File: config.mk
export PLATFORM = sky130hd
export DESIGN_NAME = uart_baudgen_frac
export DESIGN_NICKNAME = d
export VERILOG_FILES = /design/src/rtl/uart_baudgen_frac.sv
export SDC_FILE = /design/constraint.sdc
export NUM_CORES = 1
export LEC_CHECK = 0
export CAP_MARGIN = 10
export CELL_PAD_IN_SITES_DETAIL_PLACEMENT = 0
export CELL_PAD_IN_SITES_GLOBAL_PLACEMENT = 2
export CORE_ASPECT_RATIO = 1.25
export CORE_UTILIZATION = 35
export CTS_CLUSTER_DIAMETER = 30
export CTS_CLUSTER_SIZE = 16
export DETAILED_ROUTE_END_ITERATION = 7
export PLACE_DENSITY = 0.89
export SYNTH_ARGS = -nofsm -noshare
export SYNTH_HDL_FRONTEND = slang
export SYNTH_SLANG_ARGS = --single-unit
File: constraint.sdc
create_clock -name i_clk -period 6.1 [get_ports i_clk]
set_clock_uncertainty 0.15 [all_clocks]
set_input_delay 0.61 -clock i_clk [delete_from_list [all_inputs] [get_ports i_clk]]
set_output_delay 0.61 -clock i_clk [all_outputs]
set_load 0.005 [all_outputs]
File: src/rtl/uart_baudgen_frac.sv
// uart_baudgen_frac: fractional, runtime-programmable baud tick generator.
// Emits single-cycle oversample, bit and mid-bit strobes plus the oversample
// index. Optional feature macro: UART_BAUDGEN_FRAC_EN enables the fractional
// accumulator; when undefined the period is exactly the clamped integer divisor.
module uart_baudgen_frac #(
    parameter int IntWidth      = 16,
    parameter int FracWidth     = 4,
    parameter int OverSample    = 8,
    parameter int DefaultDivInt = 4
) (
    input  logic                          i_clk,
    input  logic                          i_rst,
    input  logic                          i_en,
    input  logic [IntWidth-1:0]           i_div_int,
    input  logic [FracWidth-1:0]          i_div_frac,
    input  logic                          i_div_load,
    input  logic                          i_resync,
    output logic                          o_os_tick,
    output logic                          o_bit_tick,
    output logic                          o_mid_tick,
    output logic [$clog2(OverSample)-1:0] o_os_idx,
    output logic                          o_div_err
);

    localparam int IdxW = $clog2(OverSample);
    localparam int CntW = IntWidth + 1;

    // Divisors below 2 cannot produce distinct strobes; saturate them to 2.
    function automatic logic [IntWidth-1:0] clamp_div(input logic [IntWidth-1:0] d);
        return (d < IntWidth'(2)) ? IntWidth'(2) : d;
    endfunction

    // The active divisor is only consumed at the instant it is captured
    // (reload or resync), so it is folded directly into cnt/acc instead of
    // being held in a separate register.
    logic [IntWidth-1:0] shadow_int;
    logic [IntWidth-1:0] nxt_int;
    logic [IntWidth-1:0] eff_int;
    logic [CntW-1:0]     cnt;
    logic [CntW-1:0]     reload_cnt;
    logic [CntW-1:0]     resync_cnt;
    logic                carry;
    logic [IdxW-1:0]     idx_next;

`ifdef UART_BAUDGEN_FRAC_EN
    logic [FracWidth-1:0] shadow_frac;
    logic [FracWidth-1:0] nxt_frac;
    logic [FracWidth-1:0] acc;
    logic [FracWidth:0]   acc_sum;
`else
    logic unused_frac;
    assign unused_frac = ^i_div_frac;
`endif

    // Next active divisor (load bypasses the shadow) and the reload arithmetic.
    always_comb begin
        nxt_int    = i_div_load ? i_div_int : shadow_int;
        eff_int    = clamp_div(nxt_int);
`ifdef UART_BAUDGEN_FRAC_EN
        nxt_frac   = i_div_load ? i_div_frac : shadow_frac;
        acc_sum    = {1'b0, acc} + {1'b0, nxt_frac};
        carry      = acc_sum[FracWidth];
`else
        carry      = 1'b0;
`endif
        reload_cnt = CntW'(eff_int) + CntW'(carry) - CntW'(1);
        resync_cnt = CntW'(eff_int) - CntW'(1);
        idx_next   = (o_os_idx == IdxW'(OverSample - 1)) ? '0 : o_os_idx + IdxW'(1);
    end

    // Shadow divisor write and divisor-error flag.
    always_ff @(posedge i_clk) begin
        if (i_rst) begin
            shadow_int  <= IntWidth'(DefaultDivInt);
`ifdef UART_BAUDGEN_FRAC_EN
            shadow_frac <= '0;
`endif
            o_div_err   <= 1'b0;
        end else if (i_div_load) begin
            shadow_int  <= i_div_int;
`ifdef UART_BAUDGEN_FRAC_EN
            shadow_frac <= i_div_frac;
`endif
            o_div_err   <= (i_div_int < IntWidth'(2));
        end
    end

    // Period counter, fractional phase, oversample index and tick strobes.
    always_ff @(posedge i_clk) begin
        if (i_rst) begin
            cnt        <= CntW'(DefaultDivInt - 1);
`ifdef UART_BAUDGEN_FRAC_EN
            acc        <= '0;
`endif
            o_os_idx   <= '0;
            o_os_tick  <= 1'b0;
            o_bit_tick <= 1'b0;
            o_mid_tick <= 1'b0;
        end else begin
            o_os_tick  <= 1'b0;
            o_bit_tick <= 1'b0;
            o_mid_tick <= 1'b0;
            if (i_resync) begin
                cnt      <= resync_cnt;
`ifdef UART_BAUDGEN_FRAC_EN
                acc      <= '0;
`endif
                o_os_idx <= '0;
            end else if (i_en) begin
                if (cnt != '0) begin
                    cnt <= cnt - CntW'(1);
                end else begin
                    cnt        <= reload_cnt;
`ifdef UART_BAUDGEN_FRAC_EN
                    acc        <= acc_sum[FracWidth-1:0];
`endif
                    o_os_idx   <= idx_next;
                    o_os_tick  <= 1'b1;
                    o_bit_tick <= (idx_next == '0);
                    o_mid_tick <= (idx_next == IdxW'(OverSample / 2));
                end
            end
        end
    end

endmodule

==> flow_metrics.env, run 1 <==
export IMPL_remaining_drc_errors=0
export IMPL_clockRootBuffer="clkbuf_8"
export IMPL_setup_viol=0
export IMPL_gp_congestion=0.785
export IMPL_viasPerCell=5.46
export IMPL_p_per_area_nw_per_um2=207
export IMPL_h_tree_depth=2
export IMPL_ys_top_cells_by_count="dfxtp_1, nor2_1, nor3_1"
export IMPL_num_antenna_cells=0
export IMPL_synth_area_leaders="dfxtp_1, mux2i_1, nor2_1"
export IMPL_post_route_period_util_pct=64.2
export IMPL_crit_type="in -> reg"
export IMPL_worst_pin_slew_ns=0.996
export IMPL_ant_nets=0
export IMPL_syn_inst=290
export IMPL_period_needed_ns=3.92
export IMPL_coreArea_um2=6650
export IMPL_nets=342
export IMPL_synth_area_um2=2430
export IMPL_cts_buffer_depth=2
export IMPL_synth_edf_count=0
export IMPL_synth_distinct_cells=62
export IMPL_power_frac_clock_pct=29.6
export IMPL_critical_path_required_ns=6.17
export IMPL_syn_nets=320
export IMPL_maxCapViolations=0
export IMPL_crit_path_start_kind="input pin"
export IMPL_yosysTopAreaCell="dfxtp_1"
export IMPL_via_count=2185
export IMPL_status="finished clean"
export IMPL_antenna_found_initial=0
export IMPL_die_y_um=95.2
export IMPL_leakage_uw=0.00105
export IMPL_synth_seq_area_share_pct=32.9
export IMPL_clock_sinks=40
export IMPL_wirelength_mm=5.94
export IMPL_area_growth_pct=17.0
export IMPL_setup_slack_ns=2.18
export IMPL_tns_ns=0
export IMPL_start_util_pct=36.6
export IMPL_ys_async_sr_fraction_pct=0
export IMPL_peakVddDrop_uv=141
export IMPL_post_cts_resized=0
export IMPL_cts_tree="yes"
export IMPL_cts_buffers=5
export IMPL_final_max_slew_viol_count=0
export IMPL_ys_ff_latch=40
export IMPL_dp_hpwl_mm=4.52
export IMPL_clk_latency_ns=0.29
export IMPL_fin_area_um2=2850
export IMPL_place_area_um2=2760
export IMPL_hold_viol=0
export IMPL_syn_area_per_cell_um2=8.39
export IMPL_intPower_uw=408
export IMPL_rsz0062_at_grt="no"
export IMPL_drt_iter0_markers=128
export IMPL_timing_hold_ws_ns=0.322
export IMPL_pre_cts_slack_ns=1.89
export IMPL_firstDrtPassIters=4
export IMPL_pwr_share_comb_pct=21.0
export IMPL_cts_hold_buf=0
export IMPL_cp_end_kind="flip-flop"
export IMPL_rows=33
export IMPL_routedWlPerCell_um=14.8
export IMPL_post_cts_buffers=0
export IMPL_synth_top_area_share_pct=32.9
export IMPL_ioPinCount=32
export IMPL_fp_dieW_um=76.6
export IMPL_port_buffers=27
export IMPL_slew_limit_headroom_pct=33.6
export IMPL_cp_data_arrival_time_ns=3.99
export IMPL_seqPwrFrac_pct=49.4
export IMPL_die_area_um2=7290
export IMPL_grt_usage_pct=17.4
export IMPL_overflow=0
export IMPL_synth_ff_type="dfxtp_1"
export IMPL_fmax_mhz=255
export IMPL_layout_drive_gt1_share_pct=9.58
export IMPL_grt_pass1_wl_mm=9.99
export IMPL_swShare_pct=30.6
export IMPL_switchingPower_uw=180
export IMPL_grt_pass1_vias=2047
export IMPL_crit_fanout=17
export IMPL_min_path_type="reg -> reg"
export IMPL_clkTransAtPathRegs_ns=0.08
export IMPL_yosysWarnings=0
export IMPL_grt_max_degree=35
[critical path: stages]
cell and delay (ns):
clkdlybuf4s50_1 0.73, buf_4 0.32, nor3b_1 0.25, o22ai_2 0.13, a2111oi_4 0.58, or2_1 0.21, ha_1 0.23, o221ai_2 0.19
a2111oi_0 0.47, nand2_1 0.11, a21oi_1 0.14
[sequential cells by signal (all words and copies together), names as in the netlist]
register / count
o_bit_tick: 1
shadow_int: 16
o_div_err: 1
cnt: 17
o_mid_tick: 1
o_os_tick: 1
o_os_idx: 3
[metrics by stage]
step / cells / utilization (%) / power [uW]
after floorplan: 290 / - / 381
after global placement: 392 / 41.5 / 419
after detailed placement: 392 / 41.5 / 419
after CTS: 400 / 42.8 / 594
after global routing: 400 / 42.8 / 622
final: 400 / 42.8 / 588
[per-layer routing]
metal	wire length, um	vias up	track usage [%]
li1	-	1116	-
met1	2680	1022	20.6
met2	2990	41	31.4
met3	168	6	2.20
met4	102	0	7.69
met5	0	-	0
[final timing paths]
check	cells after the start	slack (ns)	to	from
worst max register to register	9	3.17	cnt[16]$_SDFFE_PP0P_	shadow_int[3]$_SDFF_PP0_
worst max-delay path	11	2.18	cnt[16]$_SDFFE_PP0P_	i_div_load
worst min-delay path	2	0.32	o_div_err$_SDFFE_PP0P_	o_div_err$_SDFFE_PP0P_
worst min register to register	2	0.32	o_div_err$_SDFFE_PP0P_	o_div_err$_SDFFE_PP0P_
[power by group through the flow]
stage / logic (uW) / clock network (uW) / registers, uW
6_report: 124 / 174 / 290
5_1_grt: 137 / 192 / 293
3_3_place_gp: 123 / 0 / 296
2_1_floorplan: 89.1 / 0 / 292
3_5_place_dp: 123 / 0 / 296
4_1_cts: 123 / 181 / 290
[cell usage in the layout, fill, tap and decap left out, types with 6 or more instances in the layout]
master	instances
a21oi_1	19
clkdlybuf4s50_1	27
dfxtp_1	40
mux2i_1	17
nand2_1	18
nand2b_1	6
nor2_1	40
nor3_1	20
nor4_1	7
o21ai_0	8
o22ai_1	7
xor2_1	9
[cell type report]
type                    instances  area (um^2)
repair buffers                 30          293
clock buffers                   5         68.8
clock inverters                 3         18.8
multi-input cells             231         1540
flip-flops and latches         40          801
inverters                       4         15.0
fillers                       676         3800
well taps                      87          109
[logic make-up after synthesis]
group / count (synthesis) / synth area share [%]
xor+xnor: 13 / 4.68
mux: 19 / 8.02
flops: 40 / 32.9
fa+ha+maj: 5 / 2.57
simple gates: 130 / 29.5
buf+inv: 19 / 3.70
compound gates: 64 / 18.6
Note: power is estimated with default switching activity, not from simulation.
==> run 2, diff against run 1 <==
- CORE_UTILIZATION: 35 -> 30
- PLACE_DENSITY: 0.89 -> 0.81
- clock period: 6.1 -> 3.3 ns (I/O delays scaled with it)
==> run 2 against run 1 <==
Net effect: critical path depth down 1; final area up 2.5%; clock power up 88%; critical path type unchanged; largest cell class unchanged.
==> flow_metrics.env, run 2 (synthesis gave the netlist of run 1 again) <==
export IMPL_status="finished clean"
export IMPL_pwr_share_comb_pct=21.5
export IMPL_wirelength_mm=6.26
export IMPL_min_path_type="reg -> reg"
export IMPL_dr_wl_met2_mm=3.18
export IMPL_worst_pin_slew_ns=0.667
export IMPL_nFillCells=839
export IMPL_seqPwrFrac_pct=48.7
export IMPL_cp_end_kind="flip-flop"
export IMPL_clkTransAtPathRegs_ns=0.08
export IMPL_viasPerCell=5.27
export IMPL_grt_usage_pct=16.3
export IMPL_drt_iter0_markers=114
export IMPL_cts_hold_buf=0
export IMPL_firstDrtPassIters=4
export IMPL_area_growth_pct=20.0
export IMPL_final_max_slew_viol_count=0
export IMPL_die_area_um2=8470
export IMPL_leakage_uw=0.00110
export IMPL_instances_no_fill=417
export IMPL_crit_fanout=6
export IMPL_critical_path_required_ns=3.39
export IMPL_holdPathStages=2
export IMPL_cts_buffers=5
export IMPL_period_needed_ns=2.86
export IMPL_remaining_drc_errors=0
export IMPL_coreArea_um2=7840
export IMPL_grt_max_degree=34
export IMPL_setup_viol=0
export IMPL_maxUsedRoutingLayer="met4"
export IMPL_fmax_mhz=350
export IMPL_h_tree_depth=2
export IMPL_wl_met3_um=152
export IMPL_cpLargestDelayFamily="compound AO/OA/AOI/OAI gates"
export IMPL_peakVddDrop_uv=185
export IMPL_rows=36
export IMPL_switchingPower_uw=340
export IMPL_top_regs="cnt x17, shadow_int x16, o_os_idx x3"
export IMPL_post_cts_resized=0
export IMPL_start_util_pct=31.0
export IMPL_num_antenna_cells=0
export IMPL_largest_register_ffs=17
export IMPL_hp_start="o_div_err$_SDFFE_PP0P_"
export IMPL_intPower_uw=760
export IMPL_ant_nets=0
export IMPL_hold_viol=0
export IMPL_clockRootBuffer="clkbuf_8"
export IMPL_maxCapViolations=0
export IMPL_dp_hpwl_mm=4.85
export IMPL_crit_start="i_div_int[5]"
export IMPL_min_to="o_div_err$_SDFFE_PP0P_"
export IMPL_slowest_delay_ns=0.45
export IMPL_crit_path_cell_trace="clkdlybuf4s50_1, nor4b_2, o22ai_2, a2111oi_4, or2_1, ha_1, o221ai_2, a2111oi_0, nand2_1, a21oi_1"
export IMPL_tns_ns=0
export IMPL_drt_met1_wl_mm=2.75
export IMPL_clock_sinks=40
export IMPL_critPathBufInv=1
export IMPL_nets=351
export IMPL_clk_latency_ns=0.30
export IMPL_via_count=2198
export IMPL_p_total_uw=1100
export IMPL_antenna_found_initial=0
export IMPL_r2r_setup_slack_ns=0.62
export IMPL_fp_dieW_um=82.5
export IMPL_worst_r2r_cell_count=9
export IMPL_layout_drive_gt1_share_pct=12.4
export IMPL_routedWlPerCell_um=15.0
export IMPL_multi_input_area_um2=1540
export IMPL_seqCellArea_um2=801
export IMPL_swShare_pct=30.9
export IMPL_top_register="cnt"
export IMPL_slew_limit_headroom_pct=55.4
export IMPL_die_y_um=103
export IMPL_gp_congestion=0.824
export IMPL_slowest_stage="clkdlybuf4s50_1"
export IMPL_timing_rr_start="shadow_int[3]$_SDFF_PP0_"
export IMPL_grt_pass1_wl_mm=10.3
export IMPL_cp_data_arrival_time_ns=2.95
export IMPL_post_cts_buffers=0
export IMPL_placed_cells=409
export IMPL_crit_type="in -> reg"
export IMPL_cts_tree="yes"
export IMPL_cts_buffer_depth=2
export IMPL_p_per_area_nw_per_um2=377
export IMPL_overflow=0
export IMPL_grt_pass1_vias=2122
export IMPL_final_cell_mix="nor2_1, dfxtp_1, clkdlybuf4s50_1, nor3_1, a21oi_1"
export IMPL_port_buffers=27
export IMPL_power_frac_clock_pct=29.7
export IMPL_rsz0062_at_grt="no"
export IMPL_crit_path_start_kind="input pin"
export IMPL_r2r_end="cnt[16]$_SDFFE_PP0P_"
export IMPL_post_route_period_util_pct=86.7
export IMPL_ioPinCount=32
run 2: cell count changes in the layout (fill, tap and decap cells not counted):
cell,change
buf_2,+1
buf_4,+9
clkdlybuf4s50_1,-1
run 2: tightest hold or removal path, stage by stage (launching register included):
cell and delay (ns):
dfxtp_1 0.32, nand2b_1 0.07, a21oi_1 0.06
run 2: how the worst max path moves through the flow:
stage                                 endpoint  cells after the start
after floorplan            cnt[8]$_SDFFE_PP0P_                     11
after global placement    cnt[16]$_SDFFE_PP0P_                     10
after detailed placement  cnt[16]$_SDFFE_PP0P_                     10
after CTS                 cnt[16]$_SDFFE_PP0P_                     10
after global routing      cnt[16]$_SDFFE_PP0P_                     10
final                     cnt[16]$_SDFFE_PP0P_                     10
run 2: per-layer routing:
metal	vias to the layer above	GRT usage, %
met5	-	0
li1	1131	-
met4	0	7.43
met1	1022	18.6
met2	34	29.5
met3	11	2.30
run 2: final cells by class:
| cell class | count | area share, % |
|---|---|---|
| clock buffer | 5 | 2.36 |
| multi-input combinational | 231 | 52.8 |
| inverter | 4 | 0.514 |
| sequential | 40 | 27.4 |
| tap | 95 | 4.07 |
| timing repair buffer | 39 | 12.2 |
| clock inverter | 3 | 0.643 |
run 2: metrics by stage:
stage	cell area [um^2]	worst slack, ns	util [%]	hold WS, ns
floorplan	2430	0.641	-	0.264
global placement	2830	0.0926	36.1	0.308
detailed placement	2830	0.130	36.1	0.341
CTS	2920	0.415	37.2	0.355
global route	2920	0.132	37.2	0.382
finish	2920	0.439	37.2	0.349
run 2: power groups by stage:
stage | registers (uW) | logic (uW) | clock network [uW]
5_1_grt | 541 | 262 | 363
3_5_place_dp | 547 | 236 | 0
4_1_cts | 536 | 238 | 344
2_1_floorplan | 539 | 165 | 0
3_3_place_gp | 547 | 237 | 0
6_report | 536 | 237 | 327
==> run 3, diff against run 2 <==
- CAP_MARGIN: 10 -> not set
- RECOVER_POWER: not set -> 25
==> run 3 against run 2 <==
Net effect: clock power about the same; clock-buffer cell count is the same; routed wire length fell by 0.30%; worst setup slack lost 0.019 ns; sequential share of layout area is essentially flat; utilization about the same; sequential cell count unchanged; die area is the same; global-route usage unchanged; largest power group unchanged; sequential power about the same; total power hardly changed; first-iteration DRC count down 9.6%.
==> flow_metrics.env, run 3 (synthesis gave the netlist of run 1 again) <==
export IMPL_power_frac_clock_pct=29.7
export IMPL_tns_ns=0
export IMPL_largest_register_ffs=17
export IMPL_crit_path_start_kind="input pin"
export IMPL_post_route_period_util_pct=87.3
export IMPL_grt_pass1_wl_mm=10.3
export IMPL_clockRootBuffer="clkbuf_8"
export IMPL_ant_nets=0
export IMPL_fp_dieW_um=82.5
export IMPL_final_cell_mix="nor2_1, dfxtp_1, clkdlybuf4s50_1, nor3_1, a21oi_1"
export IMPL_slowest_stage="clkdlybuf4s50_1"
export IMPL_cts_tree="yes"
export IMPL_remaining_drc_errors=0
export IMPL_drt_iter0_markers=103
export IMPL_peakVddDrop_uv=185
export IMPL_firstDrtPassIters=4
export IMPL_use_met1_pct=18.6
export IMPL_top_register="cnt"
export IMPL_grt_usage_pct=16.3
export IMPL_post_cts_buffers=0
export IMPL_grt_util_met2_pct=29.5
export IMPL_antenna_found_initial=0
export IMPL_critical_path_required_ns=3.37
export IMPL_busiest_layer="met2"
export IMPL_viasPerCell=5.29
export IMPL_num_antenna_cells=0
export IMPL_min_path_type="reg -> reg"
export IMPL_seqCellArea_um2=801
export IMPL_dp_hpwl_mm=4.85
export IMPL_area_growth_pct=19.9
export IMPL_switchingPower_uw=339
export IMPL_overflow=0
export IMPL_worst_pin_slew_ns=1.49
export IMPL_swShare_pct=30.9
export IMPL_fmax_mhz=347
export IMPL_slowest_delay_ns=0.45
export IMPL_crit_path_cell_trace="clkdlybuf4s50_1, nor4b_2, o22ai_2, a2111oi_4, or2_1, ha_1, o221ai_2, a2111oi_0, nand2_1, a21oi_1"
export IMPL_intPower_uw=760
export IMPL_port_buffers=27
export IMPL_layout_drive_gt1_share_pct=12.1
export IMPL_period_needed_ns=2.88
export IMPL_setup_slack_ns=0.420
export IMPL_use_met3_pct=2.30
export IMPL_cp_data_arrival_time_ns=2.95
export IMPL_grt_max_degree=34
export IMPL_place_area_um2=2830
export IMPL_pre_cts_slack_ns=0.130
export IMPL_routedWlPerCell_um=15.0
export IMPL_cts_buffers=5
export IMPL_die_area_um2=8470
export IMPL_pwr_share_comb_pct=21.5
export IMPL_nets=351
export IMPL_cts_hold_buf=0
export IMPL_die_y_um=103
export IMPL_gp_congestion=0.824
export IMPL_clock_sinks=40
export IMPL_ioPinCount=32
export IMPL_p_per_area_nw_per_um2=377
export IMPL_clkTransAtPathRegs_ns=0.08
export IMPL_via_count=2205
export IMPL_rows=36
export IMPL_final_max_slew_viol_count=0
export IMPL_rsz0062_at_grt="no"
export IMPL_fin_area_um2=2920
export IMPL_nFillCells=838
export IMPL_multi_input_area_um2=1540
export IMPL_cts_buffer_depth=2
export IMPL_crit_type="in -> reg"
export IMPL_hold_viol=0
export IMPL_slew_limit_headroom_pct=0.827
export IMPL_seqPwrFrac_pct=48.8
export IMPL_crit_fanout=6
export IMPL_h_tree_depth=2
export IMPL_grt_pass1_vias=2122
export IMPL_top_regs="cnt x17, shadow_int x16, o_os_idx x3"
export IMPL_start_util_pct=31.0
export IMPL_post_cts_resized=0
export IMPL_setup_viol=0
export IMPL_cp_end_kind="flip-flop"
export IMPL_wirelength_mm=6.24
export IMPL_status="finished clean"
export IMPL_clk_latency_ns=0.30
export IMPL_coreArea_um2=7840
export IMPL_maxCapViolations=0
export IMPL_leakage_uw=0.00109
run 3: changes by cell type in the layout (fill, tap and decap cells not counted), sizes merged:
cell / delta
dlygate4sd3: +1
buf: -1
clkdlybuf4s50: -1
clkbuf: +1
run 3: area by class of cell:
class | instances | share of cell area (%)
clock buffer | 5 | 2.36
clock inverter | 3 | 0.644
inverter | 4 | 0.515
multi-input combinational | 231 | 52.9
sequential | 40 | 27.5
tap | 95 | 4.08
timing repair buffer | 39 | 12.1
run 3: metal layers:
| metal | vias up | part of all wire [%] |
|---|---|---|
| met1 | 1026 | 44 |
| met3 | 11 | 2.6 |
| met4 | 0 | 2.8 |
| met2 | 35 | 51 |
| li1 | 1133 | - |
| met5 | - | 0 |
run 3: per-stage QoR:
stage | std cells | utilization (%) | hold slack [ns] | power, uW
final | 417 | 37.2 | 0.349 | 1100
after global routing | 417 | 37.2 | 0.382 | 1170
after CTS | 417 | 37.2 | 0.355 | 1120
after detailed placement | 409 | 36.1 | 0.341 | 784
after global placement | 409 | 36.1 | 0.308 | 784
after floorplan | 290 | - | 0.264 | 704
run 3: power by group through the flow:
stage                     logic, uW  clock network (uW)  registers, uW
after global routing            262                 363            541
after CTS                       238                 344            536
after global placement          237                   0            547
after detailed placement        236                   0            547
final                           236                 327            536
after floorplan                 165                   0            539
run 3: worst paths after layout:
| path | start | endpoint | slack, ns | cells after the start |
|---|---|---|---|---|
| min | o_div_err$_SDFFE_PP0P_ | o_div_err$_SDFFE_PP0P_ | 0.35 | 2 |
| max | i_div_int[5] | cnt[16]$_SDFFE_PP0P_ | 0.42 | 10 |
| max reg2reg | shadow_int[3]$_SDFF_PP0_ | cnt[16]$_SDFFE_PP0P_ | 0.60 | 9 |
| min reg2reg | o_div_err$_SDFFE_PP0P_ | o_div_err$_SDFFE_PP0P_ | 0.35 | 2 |
run 3: critical path: cells and delay by family:
| family | cells | cell delay, ns |
|---|---|---|
| and+or+nand+nor | 3 | 0.62 |
| adders and majority gates | 1 | 0.23 |
| buffers and inverters | 1 | 0.45 |
| AOI/OAI and AO/OA | 5 | 1.30 |
